File: src/rtl/sram_port_arbiter.sv
// sram_port_arbiter: shares one single-port synchronous SRAM between the
// instruction-fetch and data-access channels. Data has priority; a saturating
// starvation counter forces a fetch through after STARVE_LIMIT consecutive
// data grants that were made while a fetch was waiting.
module sram_port_arbiter #(
  parameter int unsigned STARVE_LIMIT = 4
) (
  input  logic        clk,
  input  logic        resetn,
  // instruction-fetch channel
  input  logic        inst_req,
  input  logic [31:0] inst_addr,
  output logic        inst_addr_ok,
  output logic        inst_data_ok,
  output logic [31:0] inst_rdata,
  // data channel
  input  logic        data_req,
  input  logic        data_wr,
  input  logic [3:0]  data_wstrb,
  input  logic [31:0] data_addr,
  input  logic [31:0] data_wdata,
  output logic        data_addr_ok,
  output logic        data_data_ok,
  output logic [31:0] data_rdata,
  // SRAM port
  output logic        sram_en,
  output logic [3:0]  sram_wen,
  output logic [31:0] sram_addr,
  output logic [31:0] sram_wdata,
  input  logic [31:0] sram_rdata
);

  localparam logic [3:0] LIMIT = 4'(STARVE_LIMIT);

  typedef enum logic [1:0] {
    IDLE   = 2'b00,
    I_PEND = 2'b01,
    D_PEND = 2'b10
  } resp_t;

  resp_t       resp_q, resp_d;
  logic [3:0]  starve_q, starve_d;
  logic        force_i;
  logic        grant_i;
  logic        grant_d;

  // Same-cycle grant: data wins unless the fetch has waited too long.
  // Both grants are held off while reset is asserted so nothing reaches
  // the SRAM during reset.
  always_comb begin
    force_i = inst_req & (starve_q == LIMIT);
    grant_d = resetn & data_req & ~force_i;
    grant_i = resetn & inst_req & ~grant_d;
  end

  assign inst_addr_ok = grant_i;
  assign data_addr_ok = grant_d;

  // Drive the SRAM port from whichever channel holds the grant.
  always_comb begin
    sram_en    = grant_i | grant_d;
    sram_addr  = 32'h0;
    sram_wen   = 4'h0;
    sram_wdata = 32'h0;
    if (grant_d) begin
      sram_addr  = data_addr;
      sram_wen   = data_wr ? data_wstrb : 4'h0;
      sram_wdata = data_wdata;
    end else if (grant_i) begin
      sram_addr  = inst_addr;
    end
  end

  // Next-state logic: the response owner for next cycle and the fetch
  // starvation count.
  always_comb begin
    resp_d   = IDLE;
    starve_d = starve_q;
    if (grant_i) begin
      resp_d = I_PEND;
    end else if (grant_d) begin
      resp_d = D_PEND;
    end

    if (grant_i || !inst_req) begin
      starve_d = 4'd0;
    end else if (grant_d) begin
      starve_d = (starve_q >= LIMIT) ? LIMIT : starve_q + 4'd1;
    end
  end

  // State registers; reset drops any response still in flight.
  always_ff @(posedge clk or negedge resetn) begin
    if (!resetn) begin
      resp_q   <= IDLE;
      starve_q <= 4'd0;
    end else begin
      resp_q   <= resp_d;
      starve_q <= starve_d;
    end
  end

  // The SRAM read data is routed to the channel that owned last cycle's access.
  assign inst_data_ok = (resp_q == I_PEND);
  assign data_data_ok = (resp_q == D_PEND);
  assign inst_rdata   = inst_data_ok ? sram_rdata : 32'h0;
  assign data_rdata   = data_data_ok ? sram_rdata : 32'h0;

endmodule

File: config.mk
export PLATFORM = sky130hd
export DESIGN_NAME = sram_port_arbiter
export DESIGN_NICKNAME = d
export VERILOG_FILES = /design/src/rtl/sram_port_arbiter.sv
export SDC_FILE = /design/constraint.sdc
export NUM_CORES = 1
export LEC_CHECK = 0
export CELL_PAD_IN_SITES_DETAIL_PLACEMENT = 1
export CELL_PAD_IN_SITES_GLOBAL_PLACEMENT = 2
export CORE_MARGIN = 2
export CORE_UTILIZATION = 10
export CTS_CLUSTER_SIZE = 24
export DETAILED_ROUTE_END_ITERATION = 8
export PLACE_DENSITY = 0.95
export SLEW_MARGIN = 10
export SYNTH_ARGS = -nofsm -noshare
export SYNTH_HDL_FRONTEND = slang
export SYNTH_SLANG_ARGS = --single-unit
export TNS_END_PERCENT = 1
File: constraint.sdc
create_clock -name clk -period 2.5 [get_ports clk]
set_input_delay 0.25 -clock clk [delete_from_list [all_inputs] [get_ports clk]]
set_output_delay 0.25 -clock clk [all_outputs]
set_load 0.02 [all_outputs]
==> qor.json, run 1 <==
{
  "status": {
    "status": "completed"
  },
  "detailed_routing": {
    "count_of_vias_placed_by_the_detailed_router": 2431,
    "wl_per_cell_um": 15.7,
    "post_drt_via_cell_ratio": 3.90,
    "drt_first_pass_iters": 4,
    "route.detailed.drc": 0,
    "totalWireLength_um": 9810,
    "ant_nets_after_route": 0,
    "initialDrtViolationCount": 47
  },
  "die": {
    "die_h_um": 119,
    "floorplan.initialDensity": 0.101,
    "core_area_um2": 13100,
    "die_area_um2": 14200,
    "floorplan.io_pins": 274,
    "placementRows": 42,
    "dieWidth_um": 119
  },
  "clocking": {
    "tritoncts_clock_tree": "yes",
    "numCtsBuffers": 3,
    "clockRootBuffer": "sky130_fd_sc_hd__clkbuf_16",
    "clk_pin_slew_worst_paths_ps": 40,
    "cts_post_setup_buffers_inserted": 0,
    "max-clock-path-buffers": 2,
    "clk_latency_ps": 230,
    "clock_sinks": 6,
    "clock_tree.htree_level_count": 1
  },
  "logic_synthesis": {
    "yosysWarnings": 0,
    "synth_top_cell_area_share": 0.452,
    "largest_area_contributor_in_the_netlist": "sky130_fd_sc_hd__and2_1",
    "synth.ff_latch_count": 6,
    "synth_top_cells_by_area": "sky130_fd_sc_hd__and2_1, sky130_fd_sc_hd__a22o_1, sky130_fd_sc_hd__dfrtp_1",
    "synthesis.area_per_instance_um2": 7.35,
    "syn-instance-count": 181,
    "mappedNetlistArea_um2": 1330,
    "ys_types": 22,
    "ys_seq_area_frac": 0.113,
    "synth.net_count": 320
  },
  "finish": {
    "final_cell_count_no_fill": 624,
    "syn2layout_area_growth_pct": 230,
    "num_antenna_cells": 0,
    "mostFrequentLayoutCells": "sky130_fd_sc_hd__clkdlybuf4s50_1, sky130_fd_sc_hd__and2_1, sky130_fd_sc_hd__a22o_1, sky130_fd_sc_hd__dlygate4sd2_1, sky130_fd_sc_hd__dlymetal6s2s_1",
    "finalNetCount": 589,
    "finalInstanceArea_um2": 4390,
    "n_fill_cell": 1526,
    "final_layout_size_suffix_gt1_frac": 0.0313,
    "final_common_cell": "sky130_fd_sc_hd__clkdlybuf4s50_1"
  },
  "pwr": {
    "power.share.combinational": 0.632,
    "vdd_drop_max_mv": 0.184,
    "power.static_leakage_nw": 2.31,
    "share_clk_of_total_power": 0.266,
    "p_total_w": 0.000997,
    "internal_power_w": 0.000677,
    "power.density_nw_per_um2": 227,
    "power.switching_w": 0.000320,
    "power_frac_seq": 0.102,
    "swShare": 0.321
  },
  "placement": {
    "place.gp.congestion": 0.782,
    "post-place-cells": 621,
    "postPlaceCellArea_um2": 4280,
    "portBuffers": 273,
    "dp_hpwl_um": 8650
  },
  "worst_setup_path": {
    "worst_path_max_delay_cell": "sky130_fd_sc_hd__clkdlybuf4s50_1",
    "crit_path_max_incr_delay_ps": 540,
    "critPathCaptureType": "primary output",
    "worstReg2RegEnd": "resp_q[0]",
    "path_buf_inv": 3,
    "critical_path.cell_chain": "inv_1, ha_1, nand3b_4, o211a_4, buf_4, and2_1, clkdlybuf4s50_1",
    "timing.reg2reg.setup_slack_ps": 1200,
    "cp_arrival_ps": 2150,
    "worstPathRequired_ps": 2250,
    "ff2ff_path_depth": 5,
    "crit_family": "buffers and inverters",
    "worstSetupPathDepth": 7,
    "sort_of_element_at_the_start_of_the_critical_path": "flip-flop",
    "worstSetupPathType": "flip-flop to primary output",
    "crit-reg2reg-launch": "starve_q[0]",
    "critPathMaxFanout": 10
  },
  "sta": {
    "grt_setup_unrepaired": "false",
    "period_share": 0.960,
    "relSlewSlack": 0.801,
    "hold-worst-slack_ps": 477,
    "hold_vio_cnt_final": 0,
    "fin_setup_tns_ps": 0,
    "report.final.slew_viol_count": 0,
    "max_slew.worst_pin.slew_ps": 299,
    "report.final.setup_viol": 0,
    "period_needed_ps": 2400,
    "finalClockSkew_ps": 1.10,
    "fmax_mhz": 417
  },
  "job": {
    "max-cap-violations": 0
  },
  "global_routing": {
    "first_global_vias": 2565,
    "grt_first_pass_wirelength_um": 14100,
    "grt_remaining_overflow": 0,
    "overall_track_demand_over_capacity_in_global_routing": 0.126,
    "antenna_found_initial": 0,
    "pin_count_of_the_biggest_net_entering_global_routing": 50
  },
  "hold_path": {
    "timing.hold.worst.class": "input port to async pin"
  }
}
==> power by group through the flow <==
stage | logic, W | registers (W) | clock network [W]
2_1_floorplan | 0.000231 | 0.000103 | 0
3_3_place_gp | 0.000654 | 0.000103 | 0
3_5_place_dp | 0.000664 | 0.000103 | 0
4_1_cts | 0.000644 | 0.000102 | 0.000269
5_1_grt | 0.000669 | 0.000102 | 0.000274
6_report | 0.000630 | 0.000102 | 0.000265
==> per-stage QoR <==
stage	setup WS, ps	utilization
floorplan	763	-
global placement	109	0.326
detailed placement	71.7	0.326
CTS	4.35	0.328
global route	0.0460	0.334
finish	100	0.334
==> worst register-to-register path, cell delays in order (launching register included) <==
cell and delay [ps]:
sky130_fd_sc_hd__dfrtp_1 390, sky130_fd_sc_hd__inv_1 90, sky130_fd_sc_hd__ha_1 210, sky130_fd_sc_hd__nand3b_4 120, sky130_fd_sc_hd__a21oi_2 210, sky130_fd_sc_hd__buf_12 210
==> state kept, by name, indices dropped and copies added (netlist names) <==
name / cells
starve_q: 4
resp_q: 2
==> cells in the mapped netlist <==
cell type                  instances
sky130_fd_sc_hd__inv_1             3
sky130_fd_sc_hd__nor2b_1           2
sky130_fd_sc_hd__nor2_1            1
sky130_fd_sc_hd__a21oi_1           3
sky130_fd_sc_hd__o21ai_0           1
sky130_fd_sc_hd__o211a_1           1
sky130_fd_sc_hd__and3_1            4
sky130_fd_sc_hd__dfrtp_1           6
sky130_fd_sc_hd__buf_2             8
sky130_fd_sc_hd__o211a_4           1
sky130_fd_sc_hd__buf_6             2
sky130_fd_sc_hd__a22o_1           32
sky130_fd_sc_hd__nand2_1           3
sky130_fd_sc_hd__and2_1           96
sky130_fd_sc_hd__o21a_1            2
sky130_fd_sc_hd__nand3b_4          1
sky130_fd_sc_hd__nand3_1           2
sky130_fd_sc_hd__a21oi_2           1
sky130_fd_sc_hd__nand2b_1          2
sky130_fd_sc_hd__clkbuf_1          7
sky130_fd_sc_hd__nor3b_1           1
sky130_fd_sc_hd__ha_1              2
==> per-layer routing <==
metal / wire length (µm) / vias up / track usage
li1: - / 1146 / -
met1: 3290 / 1088 / 0.121
met2: 5180 / 185 / 0.259
met3: 1170 / 12 / 0.0441
met4: 157 / 0 / 0.0221
met5: 0 / - / 0
==> cells by family (layout without fill, tap and decap cells) <==
group           count (synthesis)  count (layout)  synth area share
simple gates                  112             112             0.529
flops                           6               6             0.113
fa+ha+maj                       2               2            0.0188
compound gates                 41              41             0.264
buf+inv                        20             287            0.0753
==> worst max path at each step <==
stage | startpoint | endpoint | slack (ps)
after global placement | inst_req | sram_addr[22] | 110
after detailed placement | inst_req | sram_addr[22] | 70
after floorplan | starve_q[0] | sram_addr[22] | 760
final | starve_q[0] | sram_wdata[30] | 100
after global routing | starve_q[0] | sram_wdata[25] | 0.05
after CTS | starve_q[0] | sram_wdata[18] | 4
==> layout make-up <==
cell class | instances | area [µm²] | share of cell area
repair buffers | 281 | 2860 | 0.650
multi-input cells | 155 | 1080 | 0.246
clock buffers | 3 | 75.1 | 0.0171
well taps | 176 | 220 | 0.0501
flip-flops and latches | 6 | 150 | 0.0342
inverters | 3 | 11.3 | 0.00256
==> timing repair <==
item,CTS,global route
endpoints found under the hold margin,0,0
hold buffers,0,0
gates resized for setup,32,32
endpoints found under the setup margin,32,32
(Power assumes the default switching activity.)
==> inputs of run 2 (changes only) <==
--- a/config.mk
+++ b/config.mk
@@ -5,13 +5,15 @@
 export SDC_FILE = /design/constraint.sdc
 export NUM_CORES = 1
 export LEC_CHECK = 0
+export ABC_AREA = 1
 export CELL_PAD_IN_SITES_DETAIL_PLACEMENT = 1
 export CELL_PAD_IN_SITES_GLOBAL_PLACEMENT = 2
 export CORE_MARGIN = 2
 export CORE_UTILIZATION = 10
 export CTS_CLUSTER_SIZE = 24
 export DETAILED_ROUTE_END_ITERATION = 8
-export PLACE_DENSITY = 0.95
+export PLACE_DENSITY_LB_ADDON = 0.12
+export SKIP_LAST_GASP = 1
 export SLEW_MARGIN = 10
 export SYNTH_ARGS = -nofsm -noshare
 export SYNTH_HDL_FRONTEND = slang
==> qor.json, run 2 <==
{
  "logic_synthesis": {
    "ys_seq_area_frac": {"value": 0.101, "change": "was 0.113"},
    "synth.net_count": {"value": 469, "change": "was 320"},
    "synth.ff_latch_count": {"value": 6, "change": "unchanged"},
    "synthesis.area_per_instance": {"value": 4.50, "unit": "µm²", "change": "was 7.35 µm²"},
    "list_of_most_frequent_post_synthesis_cells": {"value": "sky130_fd_sc_hd__nor2_1, sky130_fd_sc_hd__nand2_1, sky130_fd_sc_hd__inv_1", "change": "was sky130_fd_sc_hd__and2_1, sky130_fd_sc_hd__a22o_1, sky130_fd_sc_hd__buf_2"},
    "synth_async_sr_flop_share": {"value": 1.00, "change": "unchanged"},
    "synth.most_common_cell": {"value": "sky130_fd_sc_hd__nor2_1", "change": "was sky130_fd_sc_hd__and2_1"},
    "ys_types": {"value": 14, "change": "was 22"},
    "largest_area_contributor_in_the_netlist": {"value": "sky130_fd_sc_hd__nor2_1", "change": "was sky130_fd_sc_hd__and2_1"},
    "yosysWarnings": {"value": 0, "change": "unchanged"},
    "synth_top_cell_area_share": {"value": 0.265, "change": "was 0.452"},
    "synth_enable_flop_cells": {"value": 0, "change": "unchanged"},
    "synth_top_cells_by_area": {"value": "sky130_fd_sc_hd__nor2_1, sky130_fd_sc_hd__nand2_1, sky130_fd_sc_hd__inv_1", "change": "was sky130_fd_sc_hd__and2_1, sky130_fd_sc_hd__a22o_1, sky130_fd_sc_hd__dfrtp_1"},
    "mappedNetlistArea": {"value": 1490, "unit": "µm²", "change": "was 1330 µm²"},
    "yosys_most_used_dff": {"value": "sky130_fd_sc_hd__dfrtp_1", "change": "unchanged"},
    "syn-instance-count": {"value": 330, "change": "was 181"}
  },
  "placement": {
    "portBuffers": {"value": 273, "change": "unchanged"},
    "dp_hpwl": {"value": 9050, "unit": "µm", "change": "was 8650 µm"},
    "postPlaceCellArea": {"value": 4450, "unit": "µm²", "change": "was 4280 µm²"},
    "post-place-cells": {"value": 779, "change": "was 621"},
    "place.gp.congestion": {"value": 0.742, "change": "was 0.782"}
  },
  "worst_setup_path": {
    "worstSetupPathType": {"value": "flip-flop to primary output", "change": "unchanged"},
    "sort_of_element_at_the_start_of_the_critical_path": {"value": "flip-flop", "change": "unchanged"},
    "cp_arrival": {"value": 2210, "unit": "ps", "change": "was 2150 ps"},
    "critPathCaptureType": {"value": "primary output", "change": "unchanged"},
    "critPathMaxFanout": {"value": 23, "change": "was 10"},
    "worstPathRequired": {"value": 2250, "unit": "ps", "change": "about the same"}
  },
  "sta": {
    "finalClockSkew": {"value": 1.14, "unit": "ps", "change": "was 1.10 ps"},
    "fmax": {"value": 407, "unit": "MHz", "change": "was 417 MHz"},
    "report.final.setup_viol": {"value": 0, "change": "unchanged"},
    "max_slew.worst_pin.slew": {"value": 365, "unit": "ps", "change": "was 299 ps"},
    "fin_setup_tns": {"value": 0, "unit": "ps", "change": "unchanged"},
    "relSlewSlack": {"value": 0.756, "change": "was 0.801"},
    "report.final.slew_viol_count": {"value": 0, "change": "unchanged"},
    "hold_vio_cnt_final": {"value": 0, "change": "unchanged"},
    "period_needed": {"value": 2460, "unit": "ps", "change": "was 2400 ps"},
    "hold-worst-slack": {"value": 409, "unit": "ps", "change": "was 477 ps"},
    "period_share": {"value": 0.982, "change": "was 0.960"},
    "grt_setup_unrepaired": {"value": "true", "change": "was false"}
  },
  "clocking": {
    "tritoncts_clock_tree": {"value": "yes", "change": "unchanged"},
    "max-clock-path-buffers": {"value": 2, "change": "unchanged"},
    "clock_tree.htree_level_count": {"value": 1, "change": "unchanged"},
    "clockRootBuffer": {"value": "sky130_fd_sc_hd__clkbuf_16", "change": "unchanged"},
    "cts_post_setup_buffers_inserted": {"value": 0, "change": "unchanged"},
    "numCtsBuffers": {"value": 3, "change": "unchanged"},
    "clk_latency": {"value": 230, "unit": "ps", "change": "about the same"},
    "clk_pin_slew_worst_paths": {"value": 30, "unit": "ps", "change": "was 40 ps"},
    "clock_sinks": {"value": 6, "change": "unchanged"}
  },
  "status": {
    "status": {"value": "completed", "change": "unchanged"}
  },
  "detailed_routing": {
    "ant_nets_after_route": {"value": 0, "change": "unchanged"},
    "post_drt_via_cell_ratio": {"value": 3.75, "change": "was 3.90"},
    "route.detailed.drc": {"value": 0, "change": "unchanged"},
    "count_of_vias_placed_by_the_detailed_router": {"value": 2935, "change": "was 2431"},
    "initialDrtViolationCount": {"value": 50, "change": "was 47"},
    "drt_first_pass_iters": {"value": 4, "change": "unchanged"},
    "totalWireLength": {"value": 10500, "unit": "µm", "change": "was 9810 µm"},
    "wl_per_cell": {"value": 13.4, "unit": "µm", "change": "was 15.7 µm"}
  },
  "finish": {
    "final_layout_size_suffix_gt1_frac": {"value": 0.0284, "change": "was 0.0313"},
    "final_common_cell": {"value": "sky130_fd_sc_hd__clkdlybuf4s50_1", "change": "unchanged"},
    "largest_register_ffs": {"value": 4, "change": "unchanged"},
    "finalNetCount": {"value": 739, "change": "was 589"},
    "mostFrequentLayoutCells": {"value": "sky130_fd_sc_hd__clkdlybuf4s50_1, sky130_fd_sc_hd__nor2_1, sky130_fd_sc_hd__nand2_1, sky130_fd_sc_hd__inv_1, sky130_fd_sc_hd__nand3_1", "change": "was sky130_fd_sc_hd__clkdlybuf4s50_1, sky130_fd_sc_hd__and2_1, sky130_fd_sc_hd__a22o_1, sky130_fd_sc_hd__dlygate4sd2_1, sky130_fd_sc_hd__dlymetal6s2s_1"},
    "syn2layout_area_growth": {"value": 205, "unit": "%", "change": "was 230%"},
    "num_antenna_cells": {"value": 0, "change": "unchanged"},
    "final_cell_count_no_fill": {"value": 782, "change": "was 624"},
    "largest-register": {"value": "starve_q", "change": "unchanged"},
    "finalInstanceArea": {"value": 4540, "unit": "µm²", "change": "was 4390 µm²"},
    "registers_with_the_most_flip_flops": {"value": "starve_q (4), resp_q (2)", "change": "unchanged"}
  },
  "job": {
    "max-cap-violations": {"value": 0, "change": "unchanged"}
  },
  "hold_path": {
    "timing.hold.worst.class": {"value": "input port to async pin", "change": "unchanged"}
  },
  "global_routing": {
    "pin_count_of_the_biggest_net_entering_global_routing": {"value": 34, "change": "was 50"},
    "grt_remaining_overflow": {"value": 0, "change": "unchanged"},
    "overall_track_demand_over_capacity_in_global_routing": {"value": 0.123, "change": "was 0.126"},
    "met1_usage": {"value": 0.122, "change": "was 0.121"},
    "antenna_found_initial": {"value": 0, "change": "unchanged"},
    "met3_usage": {"value": 0.0285, "change": "was 0.0441"},
    "gr-usage-met2": {"value": 0.257, "change": "was 0.259"},
    "first_global_vias": {"value": 3081, "change": "was 2565"},
    "grt_first_pass_wirelength": {"value": 16000, "unit": "µm", "change": "was 14100 µm"},
    "grt_most_used_layer": {"value": "met2", "change": "unchanged"}
  },
  "die": {
    "core_area": {"value": 14500, "unit": "µm²", "change": "was 13100 µm²"},
    "floorplan.initialDensity": {"value": 0.102, "change": "was 0.101"},
    "die_h": {"value": 126, "unit": "µm", "change": "was 119 µm"},
    "die_area": {"value": 15900, "unit": "µm²", "change": "was 14200 µm²"},
    "placementRows": {"value": 44, "change": "was 42"},
    "floorplan.io_pins": {"value": 274, "change": "unchanged"},
    "dieWidth": {"value": 126, "unit": "µm", "change": "was 119 µm"}
  },
  "pwr": {
    "power.static_leakage": {"value": 2.18, "unit": "nW", "change": "was 2.31 nW"},
    "vdd_drop_max": {"value": 0.133, "unit": "mV", "change": "was 0.184 mV"},
    "power.density": {"value": 241, "unit": "nW/µm²", "change": "was 227 nW/µm²"}
  }
}
-- run 2: critical path, cell delays in order (launching register included) --
cell                              delay [ps]
sky130_fd_sc_hd__dfrtp_1                 400
sky130_fd_sc_hd__inv_1                    90
sky130_fd_sc_hd__ha_1                    170
sky130_fd_sc_hd__nand4_1                 120
sky130_fd_sc_hd__nand2_2                 160
sky130_fd_sc_hd__buf_6                   230
sky130_fd_sc_hd__nand3_1                 100
sky130_fd_sc_hd__nand2_1                  80
sky130_fd_sc_hd__clkdlybuf4s50_1         620
-- run 2: power breakdown --
group          total [W]  switching [W]  internal (W)
combinational   0.000731       0.000327      0.000404
clock           0.000258      0.0000532      0.000205
sequential      0.000104     0.00000254      0.000101
total            0.00109       0.000383      0.000711
-- run 2: kinds of logic (layout without fill, tap and decap cells) --
group | Yosys count | in the layout | share of synthesized area
fa+ha+maj | 2 | 2 | 0.0168
flops | 6 | 6 | 0.101
compound gates | 1 | 1 | 0.00505
buf+inv | 99 | 367 | 0.280
simple gates | 222 | 222 | 0.597
-- run 2: path summary, 6_finish.rpt --
| path | depth (start not counted) | slack [ps] | endpoint | start |
|---|---|---|---|---|
| setup / recovery | 8 | 40 | sram_addr[10] | starve_q[0] |
| hold / removal | 2 | 410 | resp_q[1] | resetn |
| setup reg to reg | 8 | 1040 | starve_q[0] | starve_q[0] |
| hold reg to reg | 2 | 550 | starve_q[3] | starve_q[3] |
| max in group asynchronous | 2 | 1970 | starve_q[0] | resetn |
| min in group clk | 2 | 550 | starve_q[3] | starve_q[3] |
-- run 2: timing repair --
item                                    CTS  global route
resized for setup                         1             2
endpoints found under the setup margin   10            31
pin swaps                                 0             0
hold buffers                              0             0
-- run 2: area by class of cell --
class,instances,area [µm²]
Tap cell,184,230
Inverter,80,300
Clock buffer,3,75.1
Fill cell,1820,10000
Sequential cell,6,150
Timing Repair Buffer,284,2860
Multi-Input combinational cell,225,920
-- run 2: per-stage QoR --
stage	total power (W)	setup WS, ps	util
6_report	0.00109	43.8	0.312
5_1_grt	0.00116	-88.6	0.312
4_1_cts	0.00111	-10.2	0.312
3_5_place_dp	0.000846	95.9	0.306
3_3_place_gp	0.000840	93.0	0.306
2_1_floorplan	0.000381	888	-
-- run 2: per-layer routing --
| metal | routed length (µm) | up-vias | part of all wire |
|---|---|---|---|
| met1 | 3830 | 1323 | 0.37 |
| met4 | 63 | 0 | 0.0060 |
| met3 | 809 | 4 | 0.077 |
| met2 | 5760 | 138 | 0.55 |
| met5 | 0 | - | 0 |
| li1 | - | 1470 | - |
==> inputs of run 3 (changes only) <==
--- a/config.mk
+++ b/config.mk
@@ -10,6 +10,7 @@
 export CELL_PAD_IN_SITES_GLOBAL_PLACEMENT = 2
 export CORE_MARGIN = 2
 export CORE_UTILIZATION = 10
+export CTS_BUF_LIST = sky130_fd_sc_hd__clkbuf_8
 export CTS_CLUSTER_SIZE = 24
 export DETAILED_ROUTE_END_ITERATION = 8
 export PLACE_DENSITY_LB_ADDON = 0.12
==> qor.json, run 3 (synthesis results as in run 2) <==
{
  "finish": {
    "final_common_cell": {"value": "sky130_fd_sc_hd__clkdlybuf4s50_1", "change": "unchanged"},
    "mostFrequentLayoutCells": {"value": "sky130_fd_sc_hd__clkdlybuf4s50_1, sky130_fd_sc_hd__nor2_1, sky130_fd_sc_hd__nand2_1, sky130_fd_sc_hd__inv_1, sky130_fd_sc_hd__nand3_1", "change": "unchanged"},
    "num_antenna_cells": {"value": 0, "change": "unchanged"},
    "final_layout_size_suffix_gt1_frac": {"value": 0.0284, "change": "unchanged"},
    "finalInstanceArea": {"value": 4500, "unit": "µm²", "change": "was 4540 µm²"},
    "largest-register": {"value": "starve_q", "change": "unchanged"},
    "syn2layout_area_growth": {"value": 203, "unit": "%", "change": "was 205%"},
    "finalNetCount": {"value": 739, "change": "unchanged"},
    "registers_with_the_most_flip_flops": {"value": "starve_q (4), resp_q (2)", "change": "unchanged"},
    "largest_register_ffs": {"value": 4, "change": "unchanged"}
  },
  "worst_setup_path": {
    "worst_path_max_delay_cell": {"value": "sky130_fd_sc_hd__clkdlybuf4s50_1", "change": "unchanged"},
    "timing.reg2reg.setup_slack": {"value": 1050, "unit": "ps", "change": "was 1040 ps"},
    "crit-reg2reg-launch": {"value": "starve_q[0]", "change": "unchanged"},
    "crit_family": {"value": "buffers and inverters", "change": "unchanged"},
    "path_buf_inv": {"value": 3, "change": "unchanged"},
    "cp_arrival": {"value": 2190, "unit": "ps", "change": "was 2210 ps"},
    "worstSetupPathType": {"value": "flip-flop to primary output", "change": "unchanged"},
    "ff2ff_path_depth": {"value": 8, "change": "unchanged"},
    "worstPathRequired": {"value": 2250, "unit": "ps", "change": "about the same"},
    "critPathCaptureType": {"value": "primary output", "change": "unchanged"},
    "sort_of_element_at_the_start_of_the_critical_path": {"value": "flip-flop", "change": "unchanged"},
    "critical_path.cell_chain": {"value": "inv_1, ha_1, nand4_1, nand2_2, buf_6, nand3_1, nand2_1, clkdlybuf4s50_1", "change": "unchanged"},
    "crit_path_max_incr_delay": {"value": 620, "unit": "ps", "change": "about the same"},
    "worstReg2RegEnd": {"value": "starve_q[0]", "change": "unchanged"},
    "critPathMaxFanout": {"value": 23, "change": "unchanged"}
  },
  "pwr": {
    "share_clk_of_total_power": {"value": 0.149, "change": "was 0.236"},
    "power.switching": {"value": 0.000372, "unit": "W", "change": "was 0.000383 W"},
    "power.static_leakage": {"value": 2.17, "unit": "nW", "change": "was 2.18 nW"},
    "power.share.combinational": {"value": 0.745, "change": "was 0.669"},
    "power.density": {"value": 218, "unit": "nW/µm²", "change": "was 241 nW/µm²"},
    "vdd_drop_max": {"value": 0.0826, "unit": "mV", "change": "was 0.133 mV"},
    "internal_power": {"value": 0.000609, "unit": "W", "change": "was 0.000711 W"},
    "swShare": {"value": 0.379, "change": "was 0.350"},
    "p_total": {"value": 0.000981, "unit": "W", "change": "was 0.00109 W"},
    "power_frac_seq": {"value": 0.106, "change": "was 0.095"}
  },
  "clocking": {
    "tritoncts_clock_tree": {"value": "yes", "change": "unchanged"},
    "clock_sinks": {"value": 6, "change": "unchanged"},
    "clock_tree.htree_level_count": {"value": 1, "change": "unchanged"},
    "clk_latency": {"value": 220, "unit": "ps", "change": "was 230 ps"},
    "numCtsBuffers": {"value": 3, "change": "unchanged"},
    "clk_pin_slew_worst_paths": {"value": 40, "unit": "ps", "change": "was 30 ps"},
    "max-clock-path-buffers": {"value": 2, "change": "unchanged"},
    "clockRootBuffer": {"value": "sky130_fd_sc_hd__clkbuf_8", "change": "was sky130_fd_sc_hd__clkbuf_16"}
  },
  "detailed_routing": {
    "wl_per_cell": {"value": 13.3, "unit": "µm", "change": "was 13.4 µm"},
    "drt_first_pass_iters": {"value": 4, "change": "unchanged"},
    "post_drt_via_cell_ratio": {"value": 3.74, "change": "was 3.75"},
    "count_of_vias_placed_by_the_detailed_router": {"value": 2927, "change": "was 2935"},
    "initialDrtViolationCount": {"value": 55, "change": "was 50"},
    "route.detailed.drc": {"value": 0, "change": "unchanged"},
    "totalWireLength": {"value": 10400, "unit": "µm", "change": "was 10500 µm"},
    "ant_nets_after_route": {"value": 0, "change": "unchanged"}
  },
  "sta": {
    "relSlewSlack": {"value": 0.756, "change": "about the same"},
    "grt_setup_unrepaired": {"value": "true", "change": "unchanged"},
    "max_slew.worst_pin.slew": {"value": 366, "unit": "ps", "change": "was 365 ps"},
    "report.final.setup_viol": {"value": 0, "change": "unchanged"},
    "hold_vio_cnt_final": {"value": 0, "change": "unchanged"},
    "period_share": {"value": 0.978, "change": "was 0.982"},
    "period_needed": {"value": 2440, "unit": "ps", "change": "was 2460 ps"},
    "fmax": {"value": 409, "unit": "MHz", "change": "was 407 MHz"},
    "report.final.slew_viol_count": {"value": 0, "change": "unchanged"},
    "finalClockSkew": {"value": 2.14, "unit": "ps", "change": "was 1.14 ps"}
  },
  "die": {
    "die_h": {"value": 126, "unit": "µm", "change": "unchanged"},
    "core_area": {"value": 14500, "unit": "µm²", "change": "unchanged"},
    "dieWidth": {"value": 126, "unit": "µm", "change": "unchanged"},
    "die_area": {"value": 15900, "unit": "µm²", "change": "unchanged"},
    "floorplan.initialDensity": {"value": 0.102, "change": "unchanged"},
    "floorplan.io_pins": {"value": 274, "change": "unchanged"},
    "placementRows": {"value": 44, "change": "unchanged"}
  },
  "placement": {
    "portBuffers": {"value": 273, "change": "unchanged"},
    "place.gp.congestion": {"value": 0.742, "change": "unchanged"},
    "postPlaceCellArea": {"value": 4450, "unit": "µm²", "change": "unchanged"},
    "dp_hpwl": {"value": 9050, "unit": "µm", "change": "unchanged"}
  },
  "global_routing": {
    "antenna_found_initial": {"value": 0, "change": "unchanged"},
    "overall_track_demand_over_capacity_in_global_routing": {"value": 0.122, "change": "was 0.123"},
    "grt_first_pass_wirelength": {"value": 15900, "unit": "µm", "change": "was 16000 µm"},
    "first_global_vias": {"value": 3072, "change": "was 3081"},
    "pin_count_of_the_biggest_net_entering_global_routing": {"value": 34, "change": "unchanged"},
    "grt_remaining_overflow": {"value": 0, "change": "unchanged"}
  },
  "job": {
    "max-cap-violations": {"value": 0, "change": "unchanged"}
  },
  "hold_path": {
    "timing.hold.worst.class": {"value": "input port to async pin", "change": "unchanged"}
  },
  "status": {
    "status": {"value": "completed", "change": "unchanged"}
  }
}
## run 3: cell count changes in the layout (fill, tap and decap cells not counted)
cell | previous run | this run
sky130_fd_sc_hd__clkbuf_16 | 3 | 0
sky130_fd_sc_hd__clkbuf_8 | 0 | 3
## run 3: worst max-delay path by stage
| stage | endpoint | slack (ps) | start | cells after the start |
|---|---|---|---|---|
| 3_3_place_gp | sram_addr[12] | 90 | inst_req | 7 |
| 6_report | sram_addr[10] | 60 | starve_q[0] | 8 |
| 5_1_grt | sram_addr[28] | -90 | starve_q[0] | 9 |
| 3_5_place_dp | sram_addr[12] | 100 | inst_req | 7 |
| 4_1_cts | inst_addr_ok | -8 | starve_q[0] | 8 |
| 2_1_floorplan | data_rdata[10] | 890 | resp_q[0] | 4 |
## run 3: worst reg2reg max path: cells and delay by family, from the launching register on
kind	cells	cell delay (ps)
and+or+nand+nor	5	480
DFF	1	400
buffers and inverters	2	300
adders and majority gates	1	170
## run 3: cell type report
type	instances	area [µm²]
Clock buffer	3	41.3
Fill cell	1824	10000
Sequential cell	6	150
Tap cell	184	230
Multi-Input combinational cell	225	920
Timing Repair Buffer	284	2860
Inverter	80	300
## run 3: power by group through the flow
stage	logic, W	clock network, W	registers, W
floorplan	0.000277	0	0.000104
global placement	0.000735	0	0.000105
detailed placement	0.000741	0	0.000105
CTS	0.000744	0.000154	0.000104
global route	0.000787	0.000157	0.000104
finish	0.000731	0.000146	0.000104
## run 3: what timing repair did
action,4_1_cts,5_1_grt
endpoints found under the setup margin,8,31
hold buffers,0,0
endpoints found under the hold margin,0,0
buffers inserted,0,0
gates resized for setup,1,2
## run 3: routing by layer
layer / track usage / share of wire / routed length [µm] / vias up
met2: 0.254 / 0.54 / 5680 / 141
li1: - / - / - / 1470
met3: 0.0289 / 0.078 / 817 / 6
met4: 0.0220 / 0.010 / 108 / 0
met1: 0.122 / 0.37 / 3820 / 1310
met5: 0 / 0 / 0 / -
## run 3: stage by stage
stage | utilization | instances | TNS (ps) | worst slack [ps] | hold WS, ps
2_1_floorplan | - | 330 | 0 | 888 | -45.6
3_3_place_gp | 0.306 | 779 | 0 | 93.0 | 516
3_5_place_dp | 0.306 | 779 | 0 | 95.9 | 534
4_1_cts | 0.309 | 782 | -12.8 | -8.50 | 398
5_1_grt | 0.310 | 782 | -1740 | -89.1 | 440
6_report | 0.310 | 782 | 0 | 55.5 | 405
